$ cat src/rtl/tick_gen_multi_if.sv
// rtl/tick_gen_multi_if.sv - control/status bundle between the switch side and the tick generator
//
// Purpose: carries the asynchronous pause/speed controls into the tick
// generator and its per-channel tick, square-wave and paused status back out.
//
// Signals:
//   pause    switch side -> generator   pause level, asynchronous
//   speed    switch side -> generator   speed select level, asynchronous
//   tick     generator -> switch side   1-cycle pulse per channel period
//   clk_out  generator -> switch side   per-channel square wave, toggles on tick
//   paused   generator -> switch side   synchronised pause state
//
// Modports:
//   master   the side that drives pause/speed and consumes the ticks
//   slave    the tick generator itself

interface tick_gen_multi_if #(
    parameter int NUM_CH  = 3,
    parameter int SPEED_W = 2
);
    logic                pause;
    logic [SPEED_W-1:0]  speed;
    logic [NUM_CH-1:0]   tick;
    logic [NUM_CH-1:0]   clk_out;
    logic                paused;

    modport master (
        output pause,
        output speed,
        input  tick,
        input  clk_out,
        input  paused
    );

    modport slave (
        input  pause,
        input  speed,
        output tick,
        output clk_out,
        output paused
    );
endinterface

$ cat src/rtl/tick_gen_multi.sv
// rtl/tick_gen_multi.sv - N-channel tick / clock-enable generator with speed scaling and pause
//
// Purpose: each channel divides clk_50m by a compile-time divisor and emits a
// registered 1-cycle tick plus a 50%-duty square wave toggling on every tick.
// Channels flagged in SPEED_MASK have their divisor shifted right by the
// synchronised speed select; channels flagged in PAUSE_MASK freeze while the
// synchronised pause is high.
//
// Ports:
//   clk_50m   in   system clock
//   rst       in   asynchronous reset, active low
//   bus       slave modport of tick_gen_multi_if:
//               pause, speed            asynchronous control levels
//               tick[NUM_CH]            1-cycle pulse per channel period
//               clk_out[NUM_CH]         square wave, toggles on each tick
//               paused                  synchronised pause state
//
// Parameters:
//   NUM_CH      number of channels
//   CNT_W       counter / divisor width per channel
//   SPEED_W     width of the speed select
//   DIV_VEC     packed divisors, channel 0 in the LSBs
//   SPEED_MASK  bit i set: channel i divisor is scaled by speed
//   PAUSE_MASK  bit i set: channel i is frozen while paused

module tick_gen_multi #(
    parameter int                         NUM_CH     = 3,
    parameter int                         CNT_W      = 26,
    parameter int                         SPEED_W    = 2,
    parameter logic [NUM_CH*CNT_W-1:0]    DIV_VEC    = {26'd6250000, 26'd50000000, 26'd1},
    parameter logic [NUM_CH-1:0]          SPEED_MASK = 3'b100,
    parameter logic [NUM_CH-1:0]          PAUSE_MASK = 3'b110
) (
    input  logic              clk_50m,
    input  logic              rst,
    tick_gen_multi_if.slave   bus
);

    localparam logic [CNT_W-1:0] CNT_ONE = CNT_W'(1);

    // ------------------------------------------------------------------
    // Two-stage synchronisers for the switch inputs. speed_prev trails
    // speed_s by one cycle so a change is seen for exactly one cycle.
    // ------------------------------------------------------------------
    logic               pause_m;
    logic               pause_s;
    logic [SPEED_W-1:0] speed_m;
    logic [SPEED_W-1:0] speed_s;
    logic [SPEED_W-1:0] speed_prev;
    logic               speed_chg;

    always_ff @(posedge clk_50m or negedge rst) begin
        if (!rst) begin
            pause_m    <= 1'b0;
            pause_s    <= 1'b0;
            speed_m    <= '0;
            speed_s    <= '0;
            speed_prev <= '0;
        end else begin
            pause_m    <= bus.pause;
            pause_s    <= pause_m;
            speed_m    <= bus.speed;
            speed_s    <= speed_m;
            speed_prev <= speed_s;
        end
    end

    assign speed_chg  = (speed_s != speed_prev);
    assign bus.paused = pause_s;

    // ------------------------------------------------------------------
    // Per-channel divider
    // ------------------------------------------------------------------
    logic [NUM_CH-1:0] tick_v;
    logic [NUM_CH-1:0] clk_v;

    for (genvar g = 0; g < NUM_CH; g++) begin : g_ch
        localparam logic [CNT_W-1:0] DIV    = DIV_VEC[g*CNT_W +: CNT_W];
        localparam bit               SCALED = SPEED_MASK[g];
        localparam bit               FREEZE = PAUSE_MASK[g];

        logic [CNT_W-1:0] div_shift;
        logic [CNT_W-1:0] div_eff;
        logic [CNT_W-1:0] cnt;
        logic             tick_r;
        logic             clk_r;

        // A large shift can collapse the divisor to zero; clamp to 1 so the
        // channel degenerates to a tick on every cycle instead of stalling.
        assign div_shift = SCALED ? (DIV >> speed_s) : DIV;
        assign div_eff   = (div_shift == '0) ? CNT_ONE : div_shift;

        always_ff @(posedge clk_50m or negedge rst) begin
            if (!rst) begin
                cnt    <= '0;
                tick_r <= 1'b0;
                clk_r  <= 1'b0;
            end else if (SCALED && speed_chg) begin
                // Restart the period at the new rate; the old count may lie
                // beyond the new terminal value. Takes precedence over pause.
                cnt    <= '0;
                tick_r <= 1'b0;
            end else if (FREEZE && pause_s) begin
                tick_r <= 1'b0;
            end else if (cnt == div_eff - CNT_ONE) begin
                cnt    <= '0;
                tick_r <= 1'b1;
                clk_r  <= ~clk_r;
            end else begin
                cnt    <= cnt + CNT_ONE;
                tick_r <= 1'b0;
            end
        end

        assign tick_v[g] = tick_r;
        assign clk_v[g]  = clk_r;
    end

    assign bus.tick    = tick_v;
    assign bus.clk_out = clk_v;

endmodule

$ cat src/flat_wrapper.sv
// flat-port wrapper written by rule: the top's interface ports become plain ports
module tick_gen_multi_flat 
#(
    parameter int                         NUM_CH     = 3,
    parameter int                         CNT_W      = 26,
    parameter int                         SPEED_W    = 2,
    parameter logic [NUM_CH*CNT_W-1:0]    DIV_VEC    = {26'd6250000, 26'd50000000, 26'd1},
    parameter logic [NUM_CH-1:0]          SPEED_MASK = 3'b100,
    parameter logic [NUM_CH-1:0]          PAUSE_MASK = 3'b110
)
  (clk_50m, rst, bus_pause, bus_speed, bus_tick, bus_clk_out, bus_paused);
  tick_gen_multi_if #(.NUM_CH(NUM_CH), .SPEED_W(SPEED_W)) bus_i ();
  input  logic clk_50m;
  input  logic rst;
  input wire logic [$bits(bus_i.pause)-1:0] bus_pause;
  input wire logic [$bits(bus_i.speed)-1:0] bus_speed;
  output wire logic [$bits(bus_i.tick)-1:0] bus_tick;
  output wire logic [$bits(bus_i.clk_out)-1:0] bus_clk_out;
  output wire logic [$bits(bus_i.paused)-1:0] bus_paused;
  assign bus_i.pause = bus_pause;
  assign bus_i.speed = bus_speed;
  assign bus_tick = bus_i.tick;
  assign bus_clk_out = bus_i.clk_out;
  assign bus_paused = bus_i.paused;
  tick_gen_multi #(.NUM_CH(NUM_CH), .CNT_W(CNT_W), .SPEED_W(SPEED_W), .DIV_VEC(DIV_VEC), .SPEED_MASK(SPEED_MASK), .PAUSE_MASK(PAUSE_MASK)) u_core (.clk_50m(clk_50m), .rst(rst), .bus(bus_i));
endmodule
$ cat config.mk
export PLATFORM = sky130hd
export DESIGN_NAME = tick_gen_multi_flat
export DESIGN_NICKNAME = d
export VERILOG_FILES = /design/src/rtl/tick_gen_multi_if.sv /design/src/rtl/tick_gen_multi.sv /design/src/flat_wrapper.sv
export SDC_FILE = /design/constraint.sdc
export NUM_CORES = 1
export LEC_CHECK = 0
export ABC_AREA = 0
export CAP_MARGIN = 20
export CORE_AREA = 8 8 126 99
export DETAILED_ROUTE_END_ITERATION = 8
export DIE_AREA = 0 0 134 107
export PLACE_DENSITY = 0.59
export SLEW_MARGIN = 20
export SYNTH_ARGS = -nofsm -noshare
export SYNTH_HDL_FRONTEND = slang
export SYNTH_SLANG_ARGS = --single-unit
$ cat constraint.sdc
create_clock -name clk_50m -period 3.05 [get_ports clk_50m]
set_clock_uncertainty 0.05 [all_clocks]
set_input_delay 0.305 -clock clk_50m [delete_from_list [all_inputs] [get_ports clk_50m]]
set_output_delay 0.305 -clock clk_50m [all_outputs]
set_load 0.05 [all_outputs]
## Word level (Yosys, flattened, before mapping)

Index checks and enable logic that the tools add are counted.

- Bits in registers: 92
- Bits of input ports: 5
- Output and inout bits: 7
- Logic and storage cells: 44

- Add/subtract/negate cells: 4
- Eq/ne operators: 4
- Shift-type cells: 1
- Mux-type cells: 12
- Bitwise logic cells: 5
- Reductions and logical operators: 4

Operators by type and width:

| cell | number |
|---|---|
| 26-bit 2-to-1 mux | 6 |
| 26-bit by 1-bit adder with 26-bit output (second input constant) | 3 |
| 26-bit zero test | 2 |
| 26-bit == test | 1 |
| 26-bit == test (second input constant) | 1 |
| 23-bit by 2-bit right shift with 26-bit output (first input constant) | 1 |
| 26-bit by 1-bit subtractor with 26-bit output (second input constant) | 1 |
| 1-bit 2-to-1 mux | 6 |
| 1-bit NOT | 5 |
| 3-bit AND reduction | 1 |
| 2-bit != test | 1 |
| 2-bit != test (second input constant) | 1 |
| 2-bit AND reduction | 1 |

## Logic depth before layout (Yosys ltp)

Gate-level depths: netlist of run 1.

- Depth in word-level cells: 8
- Gate-level depth with buffers: 8
- Mapped depth without buffers: 7

## Worst setup path before layout of run 1

No wires, ideal clock.

- Path type: flip-flop to flip-flop
- Start point: register u_core.g_ch[2].cnt[4]
- End point: register u_core.g_ch[2].cnt[17]
- Setup time: 0.128 ns
- Arrival: 2.195 ns
- Data required time: 2.872 ns
- Path slack: 0.677 ns
- Stages on the path, launching flop included: 8
- Buffers on the path: 1
- Period minus slack after synthesis: 2.373 ns
- Cell sequence: dfrtp_1 -> nor4b_2 -> nand4_1 -> or4_1 -> or4b_4 -> buf_6 -> a31oi_1 -> o22ai_1

- Longest elaborated chain between the ends: 4
- Elaborated cells between the ends (all ways): 5
- Classes of those cells: add/sub: 1; eq/ne: 1; mux: 3

Ends and longest elaborated chain:

| element | line | source |
|---|---|---|
| from (decl) | tick_gen_multi.sv:84 | `logic [CNT_W-1:0] cnt;` |
| from (signal assigned) | tick_gen_multi.sv:110 | `cnt <= cnt + CNT_ONE;` |
| 26-bit by 1-bit adder with 26-bit output or 26-bit == test (tied branches) | tick_gen_multi.sv:110, tick_gen_multi.sv:105 |  |
| 26-bit 2-to-1 mux (*) | tick_gen_multi.sv:105 | `end else if (cnt == div_eff - CNT_ONE) begin` |
| 26-bit 2-to-1 mux (*) | tick_gen_multi.sv:103 | `end else if (FREEZE && pause_s) begin` |
| 26-bit 2-to-1 mux (*) | tick_gen_multi.sv:98 | `end else if (SCALED && speed_chg) begin` |

Mark *: on every way between the ends. The rest lies on a longest branch, timed or not. The select of a mux whose other input is x is not followed.
A chain may end at the register's enable or synchronous reset.

## Worst setup path in the final report of run 1

- Start point: register u_core.speed_s[0]
- End point: register u_core.g_ch[2].cnt[11]

- Longest elaborated chain between the ends: 8
- Elaborated cells between the ends (all ways): 10
- Classes of those cells: add/sub: 1; eq/ne: 3; shift: 1; mux: 4; reduce/logical: 1

Ends and longest elaborated chain:

| element | line | source |
|---|---|---|
| from (decl) | tick_gen_multi.sv:48 | `logic [SPEED_W-1:0] speed_s;` |
| from (signal assigned) | tick_gen_multi.sv:63 | `speed_s <= speed_m;` |
| 23-bit by 2-bit right shift with 26-bit output | tick_gen_multi.sv:90 | `assign div_shift = SCALED ? (DIV >> speed_s) : DIV;` |
| 26-bit zero test | tick_gen_multi.sv:91 | `assign div_eff = (div_shift == '0) ? CNT_ONE : div_shift;` |
| 26-bit 2-to-1 mux | tick_gen_multi.sv:91 |  |
| 26-bit by 1-bit subtractor with 26-bit output | tick_gen_multi.sv:105 |  |
| 26-bit == test | tick_gen_multi.sv:105 |  |
| 26-bit 2-to-1 mux | tick_gen_multi.sv:105 |  |
| 26-bit 2-to-1 mux | tick_gen_multi.sv:103 |  |
| 26-bit 2-to-1 mux | tick_gen_multi.sv:98 |  |

Parallel ways exist; a longest one is shown, timed or not. The select of a mux whose other input is x is not followed.

==> impl_metrics.xml, run 1 <==
<?xml version="1.0" encoding="UTF-8"?>
<metrics>
  <group name="grt">
    <metric name="grt_first_pass_wirelength" unit="um">16800</metric>
    <metric name="grt-ovfl-total" unit="">0</metric>
    <metric name="grt_pass1_vias" unit="">3365</metric>
    <metric name="number_of_antenna_violations_at_the_first_check_in_global_routing" unit="">0</metric>
    <metric name="grt_max_degree" unit="">54</metric>
    <metric name="global_route.usage.total" unit="%">14.3</metric>
  </group>
  <group name="power_and_ir_drop">
    <metric name="seq_power_share" unit="%">51.2</metric>
    <metric name="p_comb_share" unit="%">5.3</metric>
    <metric name="static-leakage-power" unit="nW">2.08</metric>
    <metric name="power.share.clock" unit="%">43.5</metric>
    <metric name="vdd.ir_drop.worst" unit="mV">0.308</metric>
    <metric name="power_switching_share" unit="%">23.7</metric>
    <metric name="cellPowerDensity" unit="nW/um^2">499</metric>
    <metric name="total_switching_power" unit="mW">0.601</metric>
    <metric name="p_int" unit="mW">1.93</metric>
  </group>
  <group name="logic_synthesis">
    <metric name="synth_edf_count" unit="">0</metric>
    <metric name="syn_area" unit="um^2">4570</metric>
    <metric name="synth_top_cell_by_area" unit="">sky130_fd_sc_hd__dfrtp_1</metric>
    <metric name="netlist.area_leader.share" unit="%">50.4</metric>
    <metric name="synth_cells" unit="">476</metric>
    <metric name="total_of_flip_flops_plus_latches_after_synthesis" unit="">92</metric>
    <metric name="synth-main-ff-cell" unit="">sky130_fd_sc_hd__dfrtp_1</metric>
    <metric name="post_synth_num_cell_types" unit="">51</metric>
    <metric name="yosys_warnings" unit="">0</metric>
    <metric name="synth_top_cells_by_count" unit="">92 x sky130_fd_sc_hd__dfrtp_1, 58 x sky130_fd_sc_hd__nand2_1, 43 x sky130_fd_sc_hd__nor2_1</metric>
    <metric name="post_synthesis_net_count" unit="">485</metric>
    <metric name="synthesis.area_per_instance" unit="um^2">9.60</metric>
    <metric name="synthTopCellsByArea" unit="">sky130_fd_sc_hd__dfrtp_1 50%, sky130_fd_sc_hd__xnor2_1 7.9%, sky130_fd_sc_hd__nand2_1 4.8%</metric>
    <metric name="postSynth.asyncResetShare" unit="%">100</metric>
    <metric name="yosys.cell_count.top_type" unit="">sky130_fd_sc_hd__dfrtp_1</metric>
    <metric name="synth_sequential_area_ratio" unit="%">50.4</metric>
  </group>
  <group name="place">
    <metric name="placedInstanceArea" unit="um^2">4780</metric>
    <metric name="place.detailed.hpwl" unit="um">6520</metric>
    <metric name="final_gp_congestion" unit="">0.904</metric>
    <metric name="place.port_buffers" unit="">11</metric>
  </group>
  <group name="sta">
    <metric name="finalCritPeriodShare" unit="%">87.4</metric>
    <metric name="setup-violations-final" unit="">0</metric>
    <metric name="period_minus_slack" unit="ns">2.67</metric>
    <metric name="hold_violations" unit="">0</metric>
    <metric name="worst_pin_slew" unit="ns">0.695</metric>
    <metric name="max_clock_freq" unit="MHz">375</metric>
    <metric name="maxSlewViolCount" unit="">0</metric>
    <metric name="unrepaired_setup_endpoints_after_global_routing" unit="">false</metric>
    <metric name="setup_tns" unit="ns">0</metric>
    <metric name="max_transition_margin" unit="%">53.7</metric>
  </group>
  <group name="floorplanning">
    <metric name="standard_cell_row_count" unit="">33</metric>
    <metric name="die_width" unit="um">134</metric>
    <metric name="num_io_pins" unit="">12</metric>
    <metric name="core_area" unit="um^2">10500</metric>
    <metric name="die_area" unit="um^2">14300</metric>
    <metric name="fp.dieH" unit="um">107</metric>
    <metric name="floorplan.initialDensity" unit="%">43.4</metric>
  </group>
  <group name="clock_network">
    <metric name="postCtsSetupRepairBufs" unit="">0</metric>
    <metric name="tritoncts" unit="">yes</metric>
    <metric name="cts-root-buf" unit="">sky130_fd_sc_hd__clkbuf_16</metric>
    <metric name="cts_hold_repair.buffers" unit="">1</metric>
    <metric name="clock-sinks" unit="">92</metric>
    <metric name="clk_pin_slew" unit="ns">0.07</metric>
    <metric name="ctsHtreeMaxLevel" unit="">3</metric>
    <metric name="tritoncts.num_buffers" unit="">9</metric>
    <metric name="clk_path_buf_depth" unit="">2</metric>
    <metric name="cts-resized-gates" unit="">0</metric>
    <metric name="clk-insertion-delay-late" unit="ns">0.34</metric>
  </group>
  <group name="critical_path">
    <metric name="timing.critical_path.max_delay_family" unit="">simple AND/OR/NAND/NOR gates</metric>
    <metric name="timing.critical_path.slowest_cell_delay" unit="ns">0.69</metric>
    <metric name="worstPathRequired" unit="ns">3.21</metric>
    <metric name="endpoint_kind" unit="">flop</metric>
    <metric name="r2r-start" unit="">u_core.speed_s[0]$_DFF_PN0_</metric>
    <metric name="worstPathMaxFanout" unit="">21</metric>
    <metric name="timing.critical_path.cells" unit="">or2_1 &gt; a31oi_1 &gt; or4_1 &gt; or4b_4 &gt; nand2_2 &gt; o311ai_1</metric>
    <metric name="critical_path.startpoint_type" unit="">flop</metric>
    <metric name="critical_path_class" unit="">reg2reg</metric>
    <metric name="worstPathBufferInverterCount" unit="">0</metric>
    <metric name="cp-startpoint" unit="">u_core.speed_s[0]$_DFF_PN0_</metric>
    <metric name="critPathSlowestCell" unit="">sky130_fd_sc_hd__or4b_4</metric>
    <metric name="arrival" unit="ns">2.83</metric>
  </group>
  <group name="min_path">
    <metric name="timing.hold.worst.class" unit="">reg2reg</metric>
    <metric name="timing.hold.worst.start" unit="">u_core.pause_m$_DFF_PN0_</metric>
  </group>
  <group name="routing">
    <metric name="avgViaCountPerCell" unit="">5.43</metric>
    <metric name="wirelength" unit="um">9530</metric>
    <metric name="postRouteAntennaNets" unit="">0</metric>
    <metric name="firstDrtPassIters" unit="">4</metric>
    <metric name="iter_0_drt_violations" unit="">290</metric>
    <metric name="drc_errors" unit="">0</metric>
    <metric name="wl_per_cell" unit="um">15.2</metric>
    <metric name="dr_total_vias" unit="">3407</metric>
  </group>
  <group name="layout">
    <metric name="layout-drive-gt1-share" unit="%">6.16</metric>
    <metric name="synthToLayoutAreaGrowth" unit="%">11.2</metric>
    <metric name="area_of_the_multi_input_gates" unit="um^2">2100</metric>
    <metric name="num-nets-final" unit="">491</metric>
    <metric name="insertedDiodeCount" unit="">0</metric>
    <metric name="final-seq-area" unit="um^2">2300</metric>
    <metric name="final_cell_area" unit="um^2">5080</metric>
    <metric name="layout.filler_cells" unit="">972</metric>
  </group>
  <group name="job">
    <metric name="cap_violations" unit="">0</metric>
  </group>
  <group name="status">
    <metric name="run_status" unit="">finished, final reports clean</metric>
  </group>
</metrics>
registers in the layout, summed over array words and instances, names as in the netlist:
signal and count:
u_core.g_ch.tick_r 3, u_core.pause_m 1, u_core.speed_m 2, u_core.speed_prev 2, u_core.bus.paused 1, u_core.g_ch.cnt 78, u_core.g_ch.clk_r 3, u_core.speed_s 2
layout make-up:
cell class	count	share of cell area, %
Inverter	12	0.886
Multi-Input combinational cell	348	41.3
Clock inverter	7	1.33
Clock buffer	9	4.43
Tap cell	140	3.45
Timing Repair Buffer	19	3.35
Sequential cell	92	45.3
power groups by stage:
stage	combinational (mW)	clock [mW]	sequential [mW]
2_1_floorplan	0.0826	0	1.31
3_3_place_gp	0.135	0	1.32
3_5_place_dp	0.137	0	1.32
4_1_cts	0.139	1.15	1.30
5_1_grt	0.153	1.19	1.30
6_report	0.136	1.10	1.30
worst register-to-register path, cell delays in order (launching register included):
cell	delay (ns)
sky130_fd_sc_hd__dfrtp_1	0.57
sky130_fd_sc_hd__or2_1	0.22
sky130_fd_sc_hd__a31oi_1	0.10
sky130_fd_sc_hd__or4_1	0.53
sky130_fd_sc_hd__or4b_4	0.69
sky130_fd_sc_hd__nand2_2	0.26
sky130_fd_sc_hd__o311ai_1	0.13
through the flow:
step | cells | hold WS, ns | power, mW | util [%] | setup slack, ns
after floorplan | 476 | -0.0406 | 1.39 | - | 0.677
after global placement | 610 | 0.281 | 1.45 | 45.4 | 0.435
after detailed placement | 610 | 0.286 | 1.46 | 45.4 | 0.401
after CTS | 627 | 0.297 | 2.59 | 48.3 | 0.400
after global routing | 627 | 0.308 | 2.65 | 48.3 | 0.237
final | 627 | 0.298 | 2.54 | 48.3 | 0.383
worst paths after layout:
check | end | slack, ns | depth (start not counted)
max in group asynchronous | u_core.g_ch[1].cnt[3]$_DFFE_PN0N_ | 1.69 | 3
hold / removal | u_core.bus.paused$_DFF_PN0_ | 0.30 | 0
setup / recovery | u_core.g_ch[2].cnt[11]$_DFFE_PN0P_ | 0.38 | 6
setup reg to reg | u_core.g_ch[2].cnt[11]$_DFFE_PN0P_ | 0.38 | 6
min in group asynchronous | u_core.g_ch[2].cnt[7]$_DFFE_PN0P_ | 0.50 | 2
hold reg to reg | u_core.bus.paused$_DFF_PN0_ | 0.30 | 0
cell families after synthesis:
group	count (synthesis)	share of synthesized area (%)
fa+ha+maj	5	1.31
xor+xnor	55	10.5
compound gates	45	6.32
buf+inv	36	3.72
simple gates	241	27.3
flops	92	50.4
mux	2	0.438
routing by layer:
metal  GRT usage [%]  wire length (um)  vias up
met5               0                 0        -
met4            6.47               135        0
met3            3.18               305       12
met2            21.3              4260       62
met1            19.7              4830     1643
li1                -                 -     1690
layout by cell type, fill, tap and decap left out, types with 3 or more instances in the layout:
cell / count
sky130_fd_sc_hd__a21oi_1: 10
sky130_fd_sc_hd__a31oi_1: 9
sky130_fd_sc_hd__and3_1: 10
sky130_fd_sc_hd__and4_1: 6
sky130_fd_sc_hd__buf_4: 8
sky130_fd_sc_hd__clkbuf_16: 9
sky130_fd_sc_hd__clkdlybuf4s50_1: 10
sky130_fd_sc_hd__clkinv_2: 3
sky130_fd_sc_hd__clkinvlp_4: 3
sky130_fd_sc_hd__dfrtp_1: 92
sky130_fd_sc_hd__ha_1: 4
sky130_fd_sc_hd__inv_1: 11
sky130_fd_sc_hd__nand2_1: 58
sky130_fd_sc_hd__nand3_1: 40
sky130_fd_sc_hd__nand4_1: 27
sky130_fd_sc_hd__nor2_1: 43
sky130_fd_sc_hd__nor2b_1: 4
sky130_fd_sc_hd__nor3_1: 14
sky130_fd_sc_hd__nor3b_1: 3
sky130_fd_sc_hd__nor4_1: 7
sky130_fd_sc_hd__nor4b_1: 3
sky130_fd_sc_hd__o211ai_1: 3
sky130_fd_sc_hd__o21ai_0: 5
sky130_fd_sc_hd__o21ai_1: 4
sky130_fd_sc_hd__o311ai_1: 4
sky130_fd_sc_hd__or3_1: 9
sky130_fd_sc_hd__xnor2_1: 41
sky130_fd_sc_hd__xor2_1: 14
(Power assumes the default switching activity.)
==> run 2: changes to the inputs <==
--- a/config.mk
+++ b/config.mk
@@ -6,8 +6,10 @@
 export NUM_CORES = 1
 export LEC_CHECK = 0
 export ABC_AREA = 0
+export ABC_CLOCK_PERIOD_IN_PS = 3000
 export CAP_MARGIN = 20
 export CORE_AREA = 8 8 126 99
+export CTS_CLUSTER_SIZE = 30
 export DETAILED_ROUTE_END_ITERATION = 8
 export DIE_AREA = 0 0 134 107
 export PLACE_DENSITY = 0.59
==> constraint.sdc (replaced) <==
create_clock -name clk_50m -period 3 [get_ports clk_50m]
set_clock_uncertainty 0.05 [all_clocks]
set_input_delay 0.3 -clock clk_50m [delete_from_list [all_inputs] [get_ports clk_50m]]
set_output_delay 0.3 -clock clk_50m [all_outputs]
set_load 0.05 [all_outputs]
==> run 2 against run 1 <==
Routed wire length is 0.49% higher. Hold slack hardly changed. Register-to-register slack worse by 0.14 ns. Die area stayed put. Highest routed layer unchanged. Power is 2.8% higher. Sequential share of layout area is 0.25 points lower. Via count is 2.6% higher. Largest cell class unchanged. Critical path depth stayed put. First-iteration DRC count is 0.34% higher. Sequential power hardly changed. Utilization is 0.27 points higher. Sequential cell count stayed put.
==> impl_metrics.xml, run 2 (synthesis results as in run 1) <==
<?xml version="1.0" encoding="UTF-8"?>
<metrics>
  <group name="layout">
    <metric name="post-route-util" unit="%">48.6</metric>
    <metric name="insertedDiodeCount" unit="">0</metric>
    <metric name="largest_registers_in_the_final_layout" unit="">u_core.g_ch.cnt: 78 flops, u_core.g_ch.clk_r: 3 flops, u_core.g_ch.tick_r: 3 flops</metric>
    <metric name="layout-drive-gt1-share" unit="%">6.16</metric>
    <metric name="largest_reg_flops" unit="">78</metric>
    <metric name="area_of_the_multi_input_gates" unit="um^2">2100</metric>
    <metric name="synthToLayoutAreaGrowth" unit="%">11.9</metric>
    <metric name="final-seq-area" unit="um^2">2300</metric>
    <metric name="final_cell_area" unit="um^2">5110</metric>
    <metric name="most_frequent_cells_in_the_layout" unit="">92 x sky130_fd_sc_hd__dfrtp_1, 58 x sky130_fd_sc_hd__nand2_1, 43 x sky130_fd_sc_hd__nor2_1, 41 x sky130_fd_sc_hd__xnor2_1, 40 x sky130_fd_sc_hd__nand3_1</metric>
    <metric name="num-nets-final" unit="">492</metric>
    <metric name="register_containing_the_most_flip_flops_in_the_final_layout" unit="">u_core.g_ch.cnt</metric>
    <metric name="finalNonFillerCells" unit="">627</metric>
    <metric name="layout.filler_cells" unit="">991</metric>
    <metric name="most_common_cell_after_layout_fill_and_taps_aside" unit="">sky130_fd_sc_hd__dfrtp_1</metric>
  </group>
  <group name="min_path">
    <metric name="timing.hold.worst.start" unit="">u_core.pause_m$_DFF_PN0_</metric>
    <metric name="timing.hold.worst.class" unit="">reg2reg</metric>
  </group>
  <group name="grt">
    <metric name="number_of_antenna_violations_at_the_first_check_in_global_routing" unit="">0</metric>
    <metric name="global_route.usage.total" unit="%">14.3</metric>
    <metric name="grt_max_degree" unit="">93</metric>
    <metric name="grt-ovfl-total" unit="">0</metric>
    <metric name="grt_pass1_vias" unit="">3297</metric>
    <metric name="grt_first_pass_wirelength" unit="um">16600</metric>
  </group>
  <group name="job">
    <metric name="cap_violations" unit="">0</metric>
  </group>
  <group name="place">
    <metric name="place.detailed.hpwl" unit="um">6420</metric>
    <metric name="place_ws" unit="ns">0.264</metric>
    <metric name="place.port_buffers" unit="">11</metric>
    <metric name="placedInstanceArea" unit="um^2">4800</metric>
    <metric name="final_gp_congestion" unit="">0.862</metric>
    <metric name="post-place-cells" unit="">611</metric>
  </group>
  <group name="routing">
    <metric name="postRouteAntennaNets" unit="">0</metric>
    <metric name="iter_0_drt_violations" unit="">291</metric>
    <metric name="dr_total_vias" unit="">3495</metric>
    <metric name="firstDrtPassIters" unit="">6</metric>
    <metric name="avgViaCountPerCell" unit="">5.57</metric>
    <metric name="wirelength" unit="um">9580</metric>
    <metric name="drc_errors" unit="">0</metric>
    <metric name="wl_per_cell" unit="um">15.3</metric>
  </group>
  <group name="critical_path">
    <metric name="timing.critical_path.cells" unit="">nor4b_2 &gt; nand4_1 &gt; or4_1 &gt; or4b_4 &gt; nand2_2 &gt; o311ai_1</metric>
    <metric name="reg2reg_depth" unit="">6</metric>
    <metric name="worstPathRequired" unit="ns">3.15</metric>
    <metric name="critical_path.startpoint_type" unit="">flop</metric>
    <metric name="timing.critical_path.max_delay_family" unit="">simple AND/OR/NAND/NOR gates</metric>
    <metric name="cp-startpoint" unit="">u_core.g_ch[2].cnt[4]$_DFFE_PN0P_</metric>
    <metric name="arrival" unit="ns">2.91</metric>
    <metric name="r2r-start" unit="">u_core.g_ch[2].cnt[4]$_DFFE_PN0P_</metric>
    <metric name="timing.critical_path.slowest_cell_delay" unit="ns">0.69</metric>
    <metric name="ff2ff_setup_slack" unit="ns">0.24</metric>
    <metric name="worst_r2r_end" unit="">u_core.g_ch[2].cnt[21]$_DFFE_PN0P_</metric>
    <metric name="worstSetupEndpoint" unit="">u_core.g_ch[2].cnt[21]$_DFFE_PN0P_</metric>
    <metric name="critPathSlowestCell" unit="">sky130_fd_sc_hd__or4b_4</metric>
    <metric name="critical_path_class" unit="">reg2reg</metric>
    <metric name="path_depth" unit="">6</metric>
    <metric name="worstPathMaxFanout" unit="">21</metric>
    <metric name="endpoint_kind" unit="">flop</metric>
    <metric name="worstPathBufferInverterCount" unit="">0</metric>
  </group>
  <group name="sta">
    <metric name="period_minus_slack" unit="ns">2.76</metric>
    <metric name="setup_tns" unit="ns">0</metric>
    <metric name="max_clock_freq" unit="MHz">362</metric>
    <metric name="worst_pin_slew" unit="ns">0.601</metric>
    <metric name="finalCritPeriodShare" unit="%">92.1</metric>
    <metric name="hold_violations" unit="">0</metric>
    <metric name="maxSlewViolCount" unit="">0</metric>
    <metric name="unrepaired_setup_endpoints_after_global_routing" unit="">false</metric>
    <metric name="setup-violations-final" unit="">0</metric>
    <metric name="setup_ws" unit="ns">0.238</metric>
    <metric name="max_transition_margin" unit="%">59.8</metric>
  </group>
  <group name="floorplanning">
    <metric name="fp.dieH" unit="um">107</metric>
    <metric name="core_area" unit="um^2">10500</metric>
    <metric name="floorplan.initialDensity" unit="%">43.4</metric>
    <metric name="die_area" unit="um^2">14300</metric>
    <metric name="die_width" unit="um">134</metric>
    <metric name="num_io_pins" unit="">12</metric>
    <metric name="standard_cell_row_count" unit="">33</metric>
  </group>
  <group name="power_and_ir_drop">
    <metric name="static-leakage-power" unit="nW">2.10</metric>
    <metric name="vdd.ir_drop.worst" unit="mV">0.342</metric>
    <metric name="cellPowerDensity" unit="nW/um^2">510</metric>
  </group>
  <group name="clock_network">
    <metric name="cts-resized-gates" unit="">0</metric>
    <metric name="tritoncts.num_buffers" unit="">9</metric>
    <metric name="clk_path_buf_depth" unit="">2</metric>
    <metric name="tritoncts" unit="">yes</metric>
    <metric name="clk-insertion-delay-late" unit="ns">0.34</metric>
    <metric name="cts-root-buf" unit="">sky130_fd_sc_hd__clkbuf_16</metric>
    <metric name="clock-sinks" unit="">92</metric>
    <metric name="ctsHtreeMaxLevel" unit="">3</metric>
    <metric name="clk_pin_slew" unit="ns">0.07</metric>
  </group>
  <group name="status">
    <metric name="run_status" unit="">finished, final reports clean</metric>
  </group>
</metrics>
[run 2: cell types whose count changed in the layout (fill, tap and decap cells not counted)]
cell,delta
sky130_fd_sc_hd__buf_12,+1
sky130_fd_sc_hd__clkinv_2,-1
sky130_fd_sc_hd__clkinvlp_4,-3
sky130_fd_sc_hd__clkbuf_8,+2
sky130_fd_sc_hd__clkinv_4,+1
[run 2: cell type report]
class                      count  area share, %
sequential                    92           45.0
timing repair buffer          20           3.72
clock inverter                 4          0.954
tap                          140           3.43
clock buffer                  11           4.94
inverter                      12          0.881
multi-input combinational    348           41.0
[run 2: how the worst min path moves through the flow]
stage	end	slack [ns]	depth (start not counted)
after floorplan	u_core.bus.paused$_DFF_PN0_	-0.05	0
after global placement	u_core.speed_s[1]$_DFF_PN0_	0.28	0
after detailed placement	u_core.bus.paused$_DFF_PN0_	0.28	0
after CTS	u_core.bus.paused$_DFF_PN0_	0.30	0
after global routing	u_core.speed_s[1]$_DFF_PN0_	0.31	0
final	u_core.bus.paused$_DFF_PN0_	0.30	0
[run 2: per-stage QoR]
stage	hold WS [ns]	power (mW)
final	0.298	2.61
after global routing	0.315	2.73
after CTS	0.300	2.66
after detailed placement	0.285	1.49
after global placement	0.283	1.48
after floorplan	-0.0456	1.42
[run 2: routing by layer]
metal,GRT usage (%),part of all wire (%)
met1,19.7,50
met2,21.0,45
met3,3.69,3.7
met4,5.76,1.7
met5,0,0
[run 2: report_power, final]
group / internal, mW / switching, mW
Sequential: 1.28 / 0.0435
Clock: 0.685 / 0.459
Combinational: 0.0528 / 0.0892
Total: 2.01 / 0.592
[run 2: repair_timing]
action / in CTS / in global routing
endpoints found under the hold margin: 92 / 0
setup buffers: 0 / 0
hold buffers: 1 / 0
endpoints found under the setup margin: 0 / 0
==> run 3: changes to the inputs <==
--- a/config.mk
+++ b/config.mk
@@ -13,7 +13,6 @@
 export DETAILED_ROUTE_END_ITERATION = 8
 export DIE_AREA = 0 0 134 107
 export PLACE_DENSITY = 0.59
-export SLEW_MARGIN = 20
 export SYNTH_ARGS = -nofsm -noshare
 export SYNTH_HDL_FRONTEND = slang
 export SYNTH_SLANG_ARGS = --single-unit
==> results of run 3 <==
No change in the layout: final DEF, timing and power equal those of run 2.
